[config.mk]
export PLATFORM = sky130hd
export DESIGN_NAME = csr_bus_router
export DESIGN_NICKNAME = d
export VERILOG_FILES = /design/src/rtl/csr_bus_router.sv
export SDC_FILE = /design/constraint.sdc
export NUM_CORES = 1
export LEC_CHECK = 0
export ABC_CLOCK_PERIOD_IN_PS = 4900
export CAP_MARGIN = 0
export CORE_AREA = 2 2 218 220
export CTS_CLUSTER_DIAMETER = 120
export DETAILED_ROUTE_END_ITERATION = 12
export DIE_AREA = 0 0 220 222
export MAX_ROUTING_LAYER = met4
export PLACE_DENSITY = 0.55
export SETUP_SLACK_MARGIN = 0.3
export SLEW_MARGIN = 20
export SYNTH_ARGS = -nofsm -noshare
export SYNTH_HDL_FRONTEND = slang
export SYNTH_SLANG_ARGS = --single-unit
[constraint.sdc]
create_clock -name clk -period 4.9 [get_ports clk]
set_input_delay 0.49 -clock clk [delete_from_list [all_inputs] [get_ports clk]]
set_output_delay 0.49 -clock clk [all_outputs]
set_load 0.01 [all_outputs]
[src/rtl/csr_bus_router.sv]
// -----------------------------------------------------------------------------
// csr_bus_router
//
// Routes one CSR access at a time from the CSR execute stage to one of
// NUM_TGT CSR-owning blocks. The address is decoded against per-target
// inclusive [base, limit] windows; the lowest-index hit wins. The access is
// presented to the selected target for one strobe cycle, the router then waits
// for that target's read valid (bounded by TIMEOUT), and the result is held on
// the response channel until the consumer accepts it. Unmapped addresses and
// timeouts answer with rdata=0 and the exception flag set, and bump a
// saturating 8-bit error counter.
//
// Ports
//   clk, rst        clock, synchronous active-high reset
//   csr_valid/ready request handshake (ready only in IDLE)
//   csr_op/funct3/imm/rs1_val/addr   request fields, latched on acceptance
//   csr_rvalid/rready                response handshake
//   csr_rdata/reg_rsp                response data and exception flag
//   err_cnt         saturating count of unmapped and timeout responses
//   tgt_reg_en      one-hot access strobe, REQ cycle only
//   tgt_addr/reg_op/funct3/csr_imm/rs1_val  per-target slices, selected
//                   target only, REQ through WAIT; zero elsewhere
//   tgt_rvalid/rdata/act_rsp         per-target response
//   tgt_rrsp        one-cycle ack to the target whose response was captured
//
// state | meaning
// ------+----------------------------------------------------------
// IDLE  | ready for a request; decode and latch on csr_valid
// REQ   | single strobe cycle to the selected target
// WAIT  | waiting for tgt_rvalid[sel], timeout counter running
// RSP   | response held on csr_rvalid until csr_rready
// -----------------------------------------------------------------------------
module csr_bus_router #(
   parameter int ADDR_WIDTH = 32,
   parameter int REG_WIDTH  = 32,
   parameter int NUM_TGT    = 4,
   parameter int TIMEOUT    = 16,
   parameter logic [NUM_TGT*ADDR_WIDTH-1:0] TGT_BASE  =
      {32'h0000_0F11, 32'h0000_07A0, 32'h0000_0300, 32'h0000_03A0},
   parameter logic [NUM_TGT*ADDR_WIDTH-1:0] TGT_LIMIT =
      {32'h0000_0F14, 32'h0000_07AF, 32'h0000_03FF, 32'h0000_03EF}
) (
   input  logic                            clk,
   input  logic                            rst,
   input  logic                            csr_valid,
   output logic                            csr_ready,
   input  logic [1:0]                      csr_op,
   input  logic [2:0]                      csr_funct3,
   input  logic [4:0]                      csr_imm,
   input  logic [REG_WIDTH-1:0]            rs1_val,
   input  logic [ADDR_WIDTH-1:0]           csr_addr,
   output logic                            csr_rvalid,
   input  logic                            csr_rready,
   output logic [REG_WIDTH-1:0]            csr_rdata,
   output logic                            csr_reg_rsp,
   output logic [7:0]                      err_cnt,
   output logic [NUM_TGT-1:0]              tgt_reg_en,
   output logic [NUM_TGT*ADDR_WIDTH-1:0]   tgt_addr,
   output logic [NUM_TGT*2-1:0]            tgt_reg_op,
   output logic [NUM_TGT*3-1:0]            tgt_funct3,
   output logic [NUM_TGT*5-1:0]            tgt_csr_imm,
   output logic [NUM_TGT*REG_WIDTH-1:0]    tgt_rs1_val,
   input  logic [NUM_TGT-1:0]              tgt_rvalid,
   input  logic [NUM_TGT*REG_WIDTH-1:0]    tgt_rdata,
   input  logic [NUM_TGT-1:0]              tgt_act_rsp,
   output logic [NUM_TGT-1:0]              tgt_rrsp
);

   localparam int SEL_W = (NUM_TGT > 1) ? $clog2(NUM_TGT) : 1;
   localparam int CNT_W = $clog2(TIMEOUT + 1);
   localparam logic [CNT_W-1:0] CNT_LAST = CNT_W'(TIMEOUT - 1);

   typedef enum logic [1:0] {
      S_IDLE = 2'd0,
      S_REQ  = 2'd1,
      S_WAIT = 2'd2,
      S_RSP  = 2'd3
   } state_t;

   state_t                  state_q;
   logic [1:0]              op_q;
   logic [2:0]              funct3_q;
   logic [4:0]              imm_q;
   logic [REG_WIDTH-1:0]    rs1_q;
   logic [ADDR_WIDTH-1:0]   addr_q;
   logic [SEL_W-1:0]        sel_q;
   logic [CNT_W-1:0]        cnt_q;
   logic [CNT_W-1:0]        cnt_d;
   logic [REG_WIDTH-1:0]    rdata_q;
   logic                    reg_rsp_q;
   logic [7:0]              err_cnt_q;
   logic [7:0]              err_cnt_d;

   logic                    hit_any;
   logic [SEL_W-1:0]        hit_idx;
   logic                    sel_rvalid;
   logic [REG_WIDTH-1:0]    sel_rdata;
   logic                    sel_act;

   // Scan from the top index down so the lowest matching window is the one
   // left standing when windows overlap.
   always_comb begin
      hit_any = 1'b0;
      hit_idx = '0;
      for (int i = NUM_TGT - 1; i >= 0; i--) begin
         if ((csr_addr >= TGT_BASE[i*ADDR_WIDTH +: ADDR_WIDTH]) &&
             (csr_addr <= TGT_LIMIT[i*ADDR_WIDTH +: ADDR_WIDTH])) begin
            hit_any = 1'b1;
            hit_idx = SEL_W'(i);
         end
      end
   end

   // Only the selected target's response lines are looked at.
   always_comb begin
      sel_rvalid = 1'b0;
      sel_rdata  = '0;
      sel_act    = 1'b0;
      for (int i = 0; i < NUM_TGT; i++) begin
         if (sel_q == SEL_W'(i)) begin
            sel_rvalid = tgt_rvalid[i];
            sel_rdata  = tgt_rdata[i*REG_WIDTH +: REG_WIDTH];
            sel_act    = tgt_act_rsp[i];
         end
      end
   end

   assign cnt_d     = cnt_q + CNT_W'(1);
   assign err_cnt_d = (err_cnt_q == 8'hFF) ? err_cnt_q : err_cnt_q + 8'd1;

   always_ff @(posedge clk) begin
      if (rst) begin
         state_q   <= S_IDLE;
         op_q      <= '0;
         funct3_q  <= '0;
         imm_q     <= '0;
         rs1_q     <= '0;
         addr_q    <= '0;
         sel_q     <= '0;
         cnt_q     <= '0;
         rdata_q   <= '0;
         reg_rsp_q <= 1'b0;
         err_cnt_q <= '0;
      end else begin
         case (state_q)
            S_IDLE: begin
               if (csr_valid) begin
                  op_q     <= csr_op;
                  funct3_q <= csr_funct3;
                  imm_q    <= csr_imm;
                  rs1_q    <= rs1_val;
                  addr_q   <= csr_addr;
                  sel_q    <= hit_idx;
                  if (hit_any) begin
                     state_q <= S_REQ;
                  end else begin
                     rdata_q   <= '0;
                     reg_rsp_q <= 1'b1;
                     err_cnt_q <= err_cnt_d;
                     state_q   <= S_RSP;
                  end
               end
            end
            S_REQ: begin
               cnt_q   <= '0;
               state_q <= S_WAIT;
            end
            S_WAIT: begin
               // rvalid is tested first so it wins over a coincident timeout.
               if (sel_rvalid) begin
                  rdata_q   <= sel_rdata;
                  reg_rsp_q <= sel_act;
                  state_q   <= S_RSP;
               end else if (cnt_q == CNT_LAST) begin
                  rdata_q   <= '0;
                  reg_rsp_q <= 1'b1;
                  err_cnt_q <= err_cnt_d;
                  state_q   <= S_RSP;
               end else begin
                  cnt_q <= cnt_d;
               end
            end
            S_RSP: begin
               if (csr_rready) begin
                  state_q <= S_IDLE;
               end
            end
            default: state_q <= S_IDLE;
         endcase
      end
   end

   assign csr_ready   = (state_q == S_IDLE);
   assign csr_rvalid  = (state_q == S_RSP);
   assign csr_rdata   = rdata_q;
   assign csr_reg_rsp = reg_rsp_q;
   assign err_cnt     = err_cnt_q;

   // Target-side fan-out. tgt_rrsp is qualified by WAIT so a late rvalid
   // after a timeout never gets acknowledged.
   always_comb begin
      tgt_reg_en  = '0;
      tgt_addr    = '0;
      tgt_reg_op  = '0;
      tgt_funct3  = '0;
      tgt_csr_imm = '0;
      tgt_rs1_val = '0;
      tgt_rrsp    = '0;
      for (int i = 0; i < NUM_TGT; i++) begin
         if (sel_q == SEL_W'(i)) begin
            if (state_q == S_REQ) begin
               tgt_reg_en[i] = 1'b1;
            end
            if ((state_q == S_REQ) || (state_q == S_WAIT)) begin
               tgt_addr[i*ADDR_WIDTH +: ADDR_WIDTH]   = addr_q;
               tgt_reg_op[i*2 +: 2]                   = op_q;
               tgt_funct3[i*3 +: 3]                   = funct3_q;
               tgt_csr_imm[i*5 +: 5]                  = imm_q;
               tgt_rs1_val[i*REG_WIDTH +: REG_WIDTH]  = rs1_q;
            end
            if (state_q == S_WAIT) begin
               tgt_rrsp[i] = tgt_rvalid[i];
            end
         end
      end
   end

endmodule

==> summary.md <==
| Metric | Value |
|---|---|
| Post-CTS resize count | `0` |
| FFs w/ async S/R, synth | `0%` |
| RSZ-0062 raised after global routing | `false` |
| Launch point of the worst hold path | `rs1_q[31]$_SDFFE_PP0P_` |
| Chip Width | `220 um` |
| Leading register cell type out of synthesis | `sky130_fd_sc_hd__dfxtp_1` |
| Areal power density over the cells | `290 nW/um^2` |
| I/O pin count | `561` |
| Setup slack of the worst register-to-register path | `1.83 ns` |
| Drt first-iter violations | `493` |
| Total number of yosys warnings | `0` |
| Setup TNS Final | `0 ns` |
| Maximum root-to-sink buffer count | `2` |
| Seq/Total Area, Yosys | `33.3%` |
| Clock period minus worst slack | `3.54 ns` |
| Antenna violation net count after detailed routing | `0` |
| Kind of start point of the critical path | `register` |
| Worst path arrival time | `3.05 ns` |
| Worst-margin pin slew | `1.05 ns` |
| Placement Rows | `79` |
| Biggest area consumer among synthesized cells | `sky130_fd_sc_hd__dfxtp_1` |
| Net total in the final layout | `1826` |
| Most numerous cell in the Yosys netlist | `sky130_fd_sc_hd__nor2_1` |
| Cell area after synthesis | `7460 um^2` |
| Clock slew at reported path FFs | `0.06 ns` |
| Type of the most critical hold path | `register to register` |
| Final Slew Violations | `0` |
| Multi-input logic area | `4600 um^2` |
| Fraction of final layout cells with drive strength greater than 1 | `5.87%` |
| Worst-Skew Late Latency | `0.43 ns` |
| Number of cell instances on the worst register-to-register path | `5` |
| Share of power burned in combinational logic | `40.6%` |
| Wire length per cell | `17.0 um` |
| Crit path required time | `4.41 ns` |
| Placed cells | `2193` |
| Count of clock tree sinks | `124` |
| Final Hold Violating Endpoints | `0` |
| Post-route DRC | `0` |
| Routed wire length | `37.8 mm` |
| Total internal power | `2520 uW` |
| First element of the critical path | `sel_q[1]$_SDFFE_PP0P_` |
| Placer congestion estimate | `0.790` |
| Average via count per standard cell | `4.29` |
| Hold buffers post-CTS | `0` |
| Maximum number of pins on one net before global-route repair | `77` |
| Initial antenna violation count | `1` |
| Post-Route Skew | `0.0106 ns` |
| Leakage power | `0.00478 uW` |
| Number of fillers in the final layout | `5008` |
| TritonCTS clock tree | `yes` |
| Die Outline Area | `48800 um^2` |
| Crit Path Class | `register to primary output` |
| Global-route wire length before repair | `55.3 mm` |
| Seq cells post-synth | `124` |
| H-tree Lvls | `4` |
| Vias | `9556` |
| Share of the clock period used by the worst path | `72.2%` |
| Highest net fanout along the worst path | `76` |
| Final Setup Violations | `0` |
| Highest clock rate | `283 MHz` |
| Post-synth net total | `1334` |
| Category of the worst setup path capture point | `primary output` |
| Total clock buffers created by CTS | `17` |
| Avg Inst Size Synth | `6.70 um^2` |
| Leading post-synthesis cells by instance count | `sky130_fd_sc_hd__nor2_1 (312), sky130_fd_sc_hd__nand2_1 (234), sky130_fd_sc_hd__dfxtp_1 (124)` |
| Rel. slew slack | `29.7%` |
| Die Ht | `222 um` |
| Cell types with the largest area share after synthesis | `sky130_fd_sc_hd__dfxtp_1 (33%), sky130_fd_sc_hd__nor2_1 (16%), sky130_fd_sc_hd__nand2_1 (12%)` |
| Starting density of the core | `16.1%` |
| Clock share of power | `29.5%` |
| HPWL after detailed placement | `28.4 mm` |
| Number of standard cells in the layout, taps in and fillers out | `2227` |
| # Max-Cap Violations | `0` |
| Switching power | `1580 uW` |
| Core area | `46300 um^2` |
| Area taken by flip-flops and latches | `2490 um^2` |
| Seq pwr share | `29.9%` |
| Area fraction of the dominant cell type after synthesis | `33.3%` |
| Number of buffers inserted by post-CTS setup repair | `0` |
| Cell count after synthesis | `1113` |
| Signed area change from the synthesized netlist to the final layout | `90.2%` |
| Remaining global-route overflow | `0` |
| Switching Fraction | `38.6%` |
| Pre-Repair DR Iteration Count | `5` |
| Post-synth EDFFs | `0` |
| Total global routing track utilization | `15.3%` |
| Number of global-route vias before repair | `9284` |
| Count of different cell masters after synthesis | `40` |
| Worst flop-to-flop path startpoint | `sel_q[0]$_SDFFE_PP0P_` |
| Root Buffer | `sky130_fd_sc_hd__clkbuf_16` |
| RR Endpoint | `csr_reg_rsp$_SDFFE_PP0P_` |
| Count of port buffers added during placement | `560` |
| Maximum vdd ir drop | `0.244 mV` |
| Critical Path Sink | `tgt_addr[67]` |
| Run status | `completed` |
## worst min path at each step
stage	slack [ns]	cells after the start	endpoint
3_5_place_dp	0.45	2	rs1_q[19]$_SDFFE_PP0P_
5_1_grt	0.47	2	rs1_q[6]$_SDFFE_PP0P_
4_1_cts	0.46	2	addr_q[20]$_SDFFE_PP0P_
3_3_place_gp	0.44	2	rs1_q[31]$_SDFFE_PP0P_
6_report	0.45	2	rs1_q[31]$_SDFFE_PP0P_
2_1_floorplan	0.44	2	addr_q[0]$_SDFFE_PP0P_
## metal layers
metal | vias to the layer above | GRT usage, % | share of wire [%]
met3 | 28 | 3.61 | 6.9
met4 | 0 | 3.23 | 1.1
met5 | - | - | 0
met2 | 416 | 27.2 | 51
li1 | 4679 | - | -
met1 | 4433 | 17.2 | 41
## power groups by stage
stage	sequential (uW)	clock (uW)	combinational, uW
final	1230	1210	1670
after global routing	1250	1300	1840
after CTS	1230	1260	1700
after detailed placement	1250	0	1700
after global placement	1250	0	1680
after floorplan	1240	0	868
## layout by cell type (no fill, tap or decap), types with 3 or more instances in the layout
cell and count:
sky130_fd_sc_hd__buf_4 15, sky130_fd_sc_hd__clkinvlp_4 3, sky130_fd_sc_hd__clkbuf_16 17, sky130_fd_sc_hd__ha_1 6, sky130_fd_sc_hd__or3_1 3, sky130_fd_sc_hd__clkdlybuf4s50_1 559, sky130_fd_sc_hd__a21oi_1 121, sky130_fd_sc_hd__and3_1 35
sky130_fd_sc_hd__nor3_1 5, sky130_fd_sc_hd__dfxtp_1 122, sky130_fd_sc_hd__mux4_2 34, sky130_fd_sc_hd__o31ai_1 6, sky130_fd_sc_hd__inv_1 7, sky130_fd_sc_hd__or4_1 7, sky130_fd_sc_hd__nand3_1 40, sky130_fd_sc_hd__clkinv_2 5
sky130_fd_sc_hd__o21ai_0 37, sky130_fd_sc_hd__nand2_1 232, sky130_fd_sc_hd__nor2_1 311, sky130_fd_sc_hd__nor4_1 3, sky130_fd_sc_hd__o2111a_1 3
## registers in the layout, summed over array words and instances (netlist names)
register,flops
csr_rdata,32
cnt_q,5
state_q,2
op_q,2
rs1_q,32
csr_reg_rsp,1
imm_q,5
addr_q,32
funct3_q,3
sel_q,2
err_cnt,8
## final cells by class
class,instances,share of cell area (%)
clock inverters,11,0.670
multi-input cells,879,32.4
inverters,7,0.185
clock buffers,21,3.25
diodes,2,0.0353
repair buffers,576,40.5
flip-flops and latches,124,17.5
well taps,607,5.36
## kinds of logic (layout without fill, tap and decap cells)
group                    after synthesis  after routing  synth area share, %
AND/OR/NAND/NOR                      659            659                 36.6
AO/OA/AOI/OAI                        177            177                 12.7
flip-flops                           124            124                 33.3
buffers and inverters                110            615                 5.71
multiplexers                          34             34                 10.3
adder cells (fa/ha/maj)                7              7                 1.17
XOR/XNOR                               2              2                0.235
other                                  0              2                    0
## metrics by stage
stage | setup slack, ns | total power, uW | utilization [%] | cell area (um^2) | hold WS [ns]
2_1_floorplan | 2.57 | 2110 | - | 7460 | 0.437
3_3_place_gp | 1.31 | 2930 | 29.4 | 13600 | 0.442
3_5_place_dp | 1.25 | 2950 | 29.4 | 13600 | 0.447
4_1_cts | 1.25 | 4190 | 30.6 | 14200 | 0.455
5_1_grt | 1.10 | 4390 | 30.7 | 14200 | 0.472
6_report | 1.36 | 4110 | 30.7 | 14200 | 0.453
## worst max-delay path: stages, from the launching register on
cell and delay [ns]:
sky130_fd_sc_hd__dfxtp_2 0.60, sky130_fd_sc_hd__buf_4 0.42, sky130_fd_sc_hd__nand2b_4 0.60, sky130_fd_sc_hd__nor2_1 0.31, sky130_fd_sc_hd__clkdlybuf4s50_1 0.58
No activity file was read; power rests on OpenSTA's default activity.
